<file path="config.mk">
export PLATFORM = sky130hd
export DESIGN_NAME = bc_buffer
export DESIGN_NICKNAME = d
export VERILOG_FILES = /design/src/rtl/bc_buffer_pkg.sv /design/src/rtl/bc_fifo.sv /design/src/rtl/bc_buffer.sv
export SDC_FILE = /design/constraint.sdc
export NUM_CORES = 1
export LEC_CHECK = 0
export ABC_AREA = 1
export CAP_MARGIN = 20
export CORE_UTILIZATION = 40
export CTS_CLUSTER_DIAMETER = 120
export CTS_CLUSTER_SIZE = 24
export DETAILED_ROUTE_END_ITERATION = 10
export HOLD_SLACK_MARGIN = 0.03
export SYNTH_ARGS = -nofsm -noshare
export SYNTH_HDL_FRONTEND = slang
export SYNTH_HIERARCHICAL = 1
export SYNTH_SLANG_ARGS = --single-unit
export TNS_END_PERCENT = 10
</file>
<file path="constraint.sdc">
create_clock -name clk -period 6.74 [get_ports clk]
set_clock_uncertainty 0.15 [all_clocks]
set_input_delay 0.674 -clock clk [delete_from_list [all_inputs] [get_ports clk]]
set_output_delay 0.674 -clock clk [all_outputs]
set_load 0.005 [all_outputs]
</file>
<file path="src/rtl/bc_buffer_pkg.sv">
// bc_buffer shared types and defaults.
// Optional build macro: BC_BUFFER_CLEAR_ON_IDLE_EN.
package bc_buffer_pkg;

   localparam int WIDTH_DEFAULT = 16;
   localparam int DEPTH_DEFAULT = 16;

   typedef logic [WIDTH_DEFAULT-1:0] word_t;

endpackage

</file>
<file path="src/rtl/bc_fifo.sv">
// One bc_buffer lane: circular store, pointers, count, registered output.
// BC_BUFFER_CLEAR_ON_IDLE_EN: output returns to 0 on any edge without a pop.
module bc_fifo
   import bc_buffer_pkg::*;
#(
   parameter int WIDTH = WIDTH_DEFAULT,
   parameter int DEPTH = DEPTH_DEFAULT
) (
   input  logic             clk,
   input  logic             rst,
   input  logic             wr_en,
   input  logic [WIDTH-1:0] wr_data,
   input  logic             rd_en,
   output logic [WIDTH-1:0] rd_data
);

   localparam int AW = $clog2(DEPTH);
   localparam logic [AW:0] FULL_CNT = (AW+1)'(DEPTH);

   logic [WIDTH-1:0] mem [DEPTH];
   logic [AW-1:0]    wr_ptr;
   logic [AW-1:0]    rd_ptr;
   logic [AW:0]      count;
   logic             empty;
   logic             full;
   logic             push_ok;
   logic             pop_ok;

   assign empty   = (count == '0);
   assign full    = (count == FULL_CNT);
   assign pop_ok  = rd_en && !empty;
   // A pop on a full lane frees the slot the push reuses.
   assign push_ok = wr_en && (!full || pop_ok);

   always_ff @(posedge clk) begin
      if (push_ok) begin
         mem[wr_ptr] <= wr_data;
      end
   end

   always_ff @(posedge clk or negedge rst) begin
      if (!rst) begin
         wr_ptr <= '0;
         rd_ptr <= '0;
         count  <= '0;
      end else begin
         if (push_ok) begin
            wr_ptr <= wr_ptr + AW'(1);
         end
         if (pop_ok) begin
            rd_ptr <= rd_ptr + AW'(1);
         end
         unique case ({push_ok, pop_ok})
            2'b10:   count <= count + (AW+1)'(1);
            2'b01:   count <= count - (AW+1)'(1);
            default: count <= count;
         endcase
      end
   end

   always_ff @(posedge clk or negedge rst) begin
      if (!rst) begin
         rd_data <= '0;
      end else if (pop_ok) begin
         rd_data <= mem[rd_ptr];
      end else begin
`ifdef BC_BUFFER_CLEAR_ON_IDLE_EN
         rd_data <= '0;
`else
         rd_data <= rd_data;
`endif
      end
   end

endmodule

</file>
<file path="src/rtl/bc_buffer.sv">
// Two independent FIFO lanes between control and avoidance subsystems.
// Optional build macro: BC_BUFFER_CLEAR_ON_IDLE_EN (see bc_fifo).
module bc_buffer
   import bc_buffer_pkg::*;
#(
   parameter int WIDTH = WIDTH_DEFAULT,
   parameter int DEPTH = DEPTH_DEFAULT
) (
   input  logic             clk,
   input  logic             rst,
   input  logic             ctrl_in_valid,
   input  logic [WIDTH-1:0] ctrl_in_data,
   input  logic             avoid_out_rdy,
   output logic [WIDTH-1:0] ctrl_out_data,
   input  logic             avoid_in_valid,
   input  logic [WIDTH-1:0] avoid_in_data,
   input  logic             ctrl_out_rdy,
   output logic [WIDTH-1:0] avoid_out_data
);

   // Control -> avoidance lane.
   bc_fifo #(
      .WIDTH (WIDTH),
      .DEPTH (DEPTH)
   ) u_ctrl_lane (
      .clk     (clk),
      .rst     (rst),
      .wr_en   (ctrl_in_valid),
      .wr_data (ctrl_in_data),
      .rd_en   (avoid_out_rdy),
      .rd_data (ctrl_out_data)
   );

   // Avoidance -> control lane.
   bc_fifo #(
      .WIDTH (WIDTH),
      .DEPTH (DEPTH)
   ) u_avoid_lane (
      .clk     (clk),
      .rst     (rst),
      .wr_en   (avoid_in_valid),
      .wr_data (avoid_in_data),
      .rd_en   (ctrl_out_rdy),
      .rd_data (avoid_out_data)
   );

endmodule

</file>
# Word-level counts from Yosys, hierarchy flattened
# Memory sizes are Yosys's and may differ from the RTL's. A register that Yosys moved wholly into a read port is not among the register bits.
# Cells that the tools add are included.
# Widths: inputs -> output; s select.
[classes]
reduce_logical = 16
eq_ne = 6
addsub = 8
n_mux = 6
[op_table]
columns = ["cell", "n"]
rows = [
  ["$pmux 5 s2", 2],
  ["$add 4x1->4 const B", 4],
  ["$add 5x1->5 const B", 2],
  ["$eq 5x5->1 const B", 2],
  ["$logic_not 5->1", 2],
  ["$sub 5x1->5 const B", 2],
  ["$logic_not 1->1", 6],
  ["$eq 2x1->1 const B", 2],
  ["$eq 2x2->1 const B", 2],
  ["$logic_and 1x1->1", 4],
  ["$mux 1", 4],
  ["$reduce_bool 2->1", 2],
  ["$logic_or 1x1->1", 2],
]
[totals]
out_inout_bits = 32
mem_bits_rw = 512
memories = 2
regBits = 26
in_bits = 38
wordCells = 44
[mem_list]
columns = ["memory", "words", "width", "rd", "rd_ports_with_merged_regs", "wr", "line_no", "rtl"]
rows = [
  ["u_avoid_lane.mem", 16, 16, 1, 1, 1, "bc_fifo.sv:20", "logic [WIDTH-1:0] mem [DEPTH];"],
  ["u_ctrl_lane.mem", 16, 16, 1, 1, 1, "bc_fifo.sv:20", ""],
]

# Longest topological paths before layout
[logic_depth]
depth_word = 7
ltp_mapped = 15
ltp_nobuf = 14

# Modules after synthesis
# The synthesis kept the hierarchy.
[by_module_without_submodules]
columns = ["mod", "area_per_inst_um2", "cells_per_inst", "instances", "seq_area_each_um2"]
rows = [
  ["bc_fifo", 12548.3, 1239, 2, 8413.1],
]

# Worst setup path after synthesis
# No wires, ideal clock.
[synth_path]
path_type = "input port to flip-flop"
startpoint = "input port ctrl_out_rdy"
endpoint = "register u_avoid_lane.count[4]"
setup_slack_ps = 4275
arrival_ps = 2250
t_required_ps = 6525
setup_ps = 65
stages = 14
path_buffers = 1
path_cell_list = "nor2_1 > nand2_1 > nand2_1 > buf_2 > ha_1 > xor2_1 > ha_1 > inv_1 > nand2_1 > nand3_1 > nand2_1 > xor2_1 > nand2_1 > nand2_1"
[synth_between]
elab_chain_len = 5
elab_cells_between_ends = 7
classes_between = "eq/ne: 2; mux: 1; reduce/logical: 4"
[synth_rtl]
columns = ["element", "line_no", "rtl"]
rows = [
  ["from (decl)", "bc_buffer.sv:17", "input logic ctrl_out_rdy,"],
  ["$logic_and 1x1->1 *", "bc_fifo.sv:31", "assign pop_ok = rd_en && !empty;"],
  ["$logic_or 1x1->1", "bc_fifo.sv:33", "assign push_ok = wr_en && (!full || pop_ok);"],
  ["$logic_and 1x1->1", "bc_fifo.sv:33", ""],
  ["$eq 2x1->1 or $eq 2x2->1 (tied branches)", "bc_fifo.sv:53", "unique case ({push_ok, pop_ok})"],
  ["$pmux 5 s2 or $reduce_bool 2->1 (tied branches)", "-", ""],
  ["to (signal assigned)", "bc_fifo.sv:54", "2'b10: count <= count + (AW+1)'(1);"],
  ["to (signal assigned)", "bc_fifo.sv:55", "2'b01: count <= count - (AW+1)'(1);"],
  ["to (signal assigned)", "bc_fifo.sv:56", "default: count <= count;"],
  ["to (decl)", "bc_fifo.sv:23", "logic [AW:0] count;"],
]
# Every way passes the cells marked *; elsewhere a longest branch is shown, timed or not.
# A chain may end at the register's enable or synchronous reset.

# Worst setup path in the final report
[layout_path]
startpoint = "register u_avoid_lane.count[0]"
endpoint = "register u_avoid_lane.count[4]"
[layout_between]
elab_chain_len = 7
elab_cells_between_ends = 13
classes_between = "add/sub: 2; eq/ne: 3; mux: 1; reduce/logical: 7"
[layout_rtl]
columns = ["element", "line_no", "rtl"]
rows = [
  ["$logic_not 5->1", "bc_fifo.sv:29", "assign empty = (count == '0);"],
  ["$logic_not 1->1", "bc_fifo.sv:31", ""],
  ["$logic_and 1x1->1", "bc_fifo.sv:31", ""],
  ["$logic_or 1x1->1", "bc_fifo.sv:33", ""],
  ["$logic_and 1x1->1", "bc_fifo.sv:33", ""],
  ["$eq 2x1->1 or $eq 2x2->1 (tied branches)", "bc_fifo.sv:53", ""],
  ["$pmux 5 s2 or $reduce_bool 2->1 (tied branches)", "-", ""],
]
# Several ways; a longest one is shown, not always the timed one.

==> reports/summary.txt <==
Via density = 4.97
met3 GRT Util = 0.0177
full die area = 63700 um2
overall global routing resource usage = 0.196
Largest stage delay, worst path = 0.57 ns
Max VDD drop = 281 uV
io pins = 70
fin nets = 2529
routability cong. = 0.898
routing usage on met2 = 0.316
FP Rows = 91
DP HPWL = 38300 um
Max Fclk = 278 MHz
vias in the first global route = 15700
Lkg Pwr = 11.5 nW
clk slew on worst S/H paths = 0.10 ns
Yosys top cell by area = edfxtp_1
Avg WL per Cell = 18.8 um
minimum clock period = 3.59 ns
crit path max-delay cell type = nand2_1
clock buffer depth = 3
grt ovf = 0
top cell type's share of synthesized area = 0.613
most frequent cells in the layout = nand2_1 (878), edfxtp_1 (512), inv_1 (414)
Core Region = 61800 um2
critical path arrival = 3.98 ns
commonest non-fill, non-tap cell in the layout = nand2_1
Yosys cell types = 23
area delta synth->final = 7.90%
FF/Latch Area = 16800 um2
WL final = 62600 um
initial antenna violation count = 2
CP Cell Sequence = nor4_2 -> nand2_1 -> nand2_1 -> inv_1 -> ha_1 -> ha_1 -> inv_1 -> o21bai_1 -> inv_1 -> nand2_1 -> xor2_1 -> nand2_1 -> nand2_1
Top cell by count, worst path = nand2_1
Req. time, crit path = 7.12 ns
Post-Syn Instances = 2478
H-tree levels = 1
Reg power frac = 0.456
switch share = 0.391
Int Power = 0.00619 W
max cap viols = 0
clock tree sinks = 570
worst-path maximum fanout = 22
DRT iter0 DRCs = 1672
CP Capture Type = flip-flop
Skew-Pair Late Insertion Delay = 0.59 ns
worst-margin pin slew = 1.09 ns
diode count = 0
worst path buffer plus inverter count = 3
IO buf count = 69
Clk pwr share = 0.181
number of fill cells in the layout = 5817
root buffer cell = clkbuf_16
layout cells sized above 1 = 0.0341
Logic pwr share = 0.363
Synth area leaders = edfxtp_1 (61%), nand2_1 (13%), nand3_1 (8.0%), inv_1 (6.2%), dfrtp_1 (5.8%)
flop-to-flop setup slack = 3.15 ns
syn avg cell area = 10.1 um2
Initial DRT Pass Iterations = 5
startpoint types = flip-flop
post-synthesis sequential area ratio = 0.670
slew margin rel. = 0.270
via count = 16600
RSZ-0062 raised after global routing = false
Post-Syn Area = 25100 um2
max-slew violation total from the final report = 0
#FFs+latches synth = 570
Initial Util = 0.406
CTS buffer count = 27
die width = 252 um
Post-CTS Setup Bufs = 0
critical path type = reg -> reg
CP top delay family = simple AND/OR/NAND/NOR gates
Synth Warn # = 6
Residual DRC = 0
Die Y = 252 um
met1 usage = 0.287
Sw Pwr = 0.00398 W
first-pass GRT wire length = 95000 um
setup violators final = 0
largest net degree at the start of global routing = 93
fin crit share = 0.533
DRT antenna net count = 0
CTS tree = yes
Worst Hold Class = reg -> reg
multi-input logic area = 6010 um2
status = completed
overall power = 0.0102 W
Syn Nets = 2534
setup TNS = 0 ns
P per Cell Area = 376 nW/um2
grt peak-use layer = met2
Hold Violations, Final = 0
[per-stage QoR]
stage / util / worst slack [ns] / hold slack, ns / instance area (um2) / std cells
floorplan: - / 4.27 / 0.228 / 25100 / 2478
global placement: 0.425 / 2.78 / 0.321 / 26300 / 3278
detailed placement: 0.425 / 2.73 / 0.317 / 26300 / 3280
CTS: 0.438 / 3.16 / 0.342 / 27100 / 3330
global route: 0.438 / 2.75 / 0.356 / 27100 / 3330
finish: 0.438 / 3.15 / 0.340 / 27100 / 3330
[worst reg2reg max path: stages, from the launching register on]
cell and delay, ns:
dfrtp_1 0.45, nor4_2 0.34, nand2_1 0.08, nand2_1 0.57, inv_1 0.54, ha_1 0.44, ha_1 0.36, inv_1 0.07
o21bai_1 0.15, inv_1 0.06, nand2_1 0.08, xor2_1 0.14, nand2_1 0.06, nand2_1 0.05
[worst paths after layout]
| check | from | endpoint | cells after the start |
|---|---|---|---|
| worst max register to register | u_avoid_lane/count[0]$_DFFE_PN0P_ | u_avoid_lane/count[4]$_DFFE_PN0P_ | 13 |
| max in group asynchronous | rst | u_ctrl_lane/rd_ptr[0]$_DFFE_PN0P_ | 2 |
| min in group asynchronous | rst | u_avoid_lane/rd_data[11]$_DFFE_PN0P_ | 2 |
| worst min-delay path | u_avoid_lane/rd_data[14]$_DFFE_PN0P_ | u_avoid_lane/rd_data[14]$_DFFE_PN0P_ | 2 |
| worst min register to register | u_avoid_lane/rd_data[14]$_DFFE_PN0P_ | u_avoid_lane/rd_data[14]$_DFFE_PN0P_ | 2 |
| worst max-delay path | u_avoid_lane/count[0]$_DFFE_PN0P_ | u_avoid_lane/count[4]$_DFFE_PN0P_ | 13 |
[routing by layer]
| metal | share of wire | wire length (um) |
|---|---|---|
| met3 | 0.055 | 3430 |
| met1 | 0.45 | 28300 |
| met2 | 0.47 | 29500 |
| met5 | 0 | 0 |
| met4 | 0.021 | 1290 |
[logic make-up after synthesis]
kind of cell	share of synthesized area
adders and majority gates	0.00897
and+or+nand+nor	0.218
DFF	0.670
xor gates and xnor gates	0.00558
buffers and inverters	0.0933
AOI/OAI and AO/OA	0.00319
[power groups by stage]
stage | Clock (W) | Sequential (W) | Combinational [W]
3_5_place_dp | 0 | 0.00472 | 0.00368
6_report | 0.00184 | 0.00464 | 0.00370
2_1_floorplan | 0 | 0.00450 | 0.00266
4_1_cts | 0.00189 | 0.00464 | 0.00369
3_3_place_gp | 0 | 0.00471 | 0.00361
5_1_grt | 0.00199 | 0.00469 | 0.00408
[timing repair]
item | 4_1_cts | 5_1_grt
hold endpoints to repair | 27 | 0
resized for setup | 0 | 0
hold buffers | 1 | 0
[cell type report]
type / count / area share
Clock inverter: 1 / 0.000323
Inverter: 420 / 0.0584
Tap cell: 837 / 0.0387
Sequential cell: 570 / 0.622
Multi-Input combinational cell: 1370 / 0.222
Timing Repair Buffer: 84 / 0.0311
Clock buffer: 48 / 0.0279
[Yosys cell counts, drive strengths merged]
master and instances:
ha 18, clkinv 2, xor2 10, a21boi 2, nor4 2, nand3 402
buf 102, inv 418, edfxtp 512, nand2 878, dfrtp 58, o21bai 2
xnor2 6, nor2 40, o21ai 8, a21oi 2, clkbuf 16
[registers in the layout, summed over array words and instances (netlist names)]
register,count
u_ctrl_lane/count,5
u_ctrl_lane/mem,256
u_avoid_lane/wr_ptr,4
u_ctrl_lane/rd_data,16
u_avoid_lane/rd_ptr,4
u_ctrl_lane/rd_ptr,4
u_avoid_lane/mem,256
u_avoid_lane/count,5
u_avoid_lane/rd_data,16
u_ctrl_lane/wr_ptr,4
(Power assumes the default switching activity.)
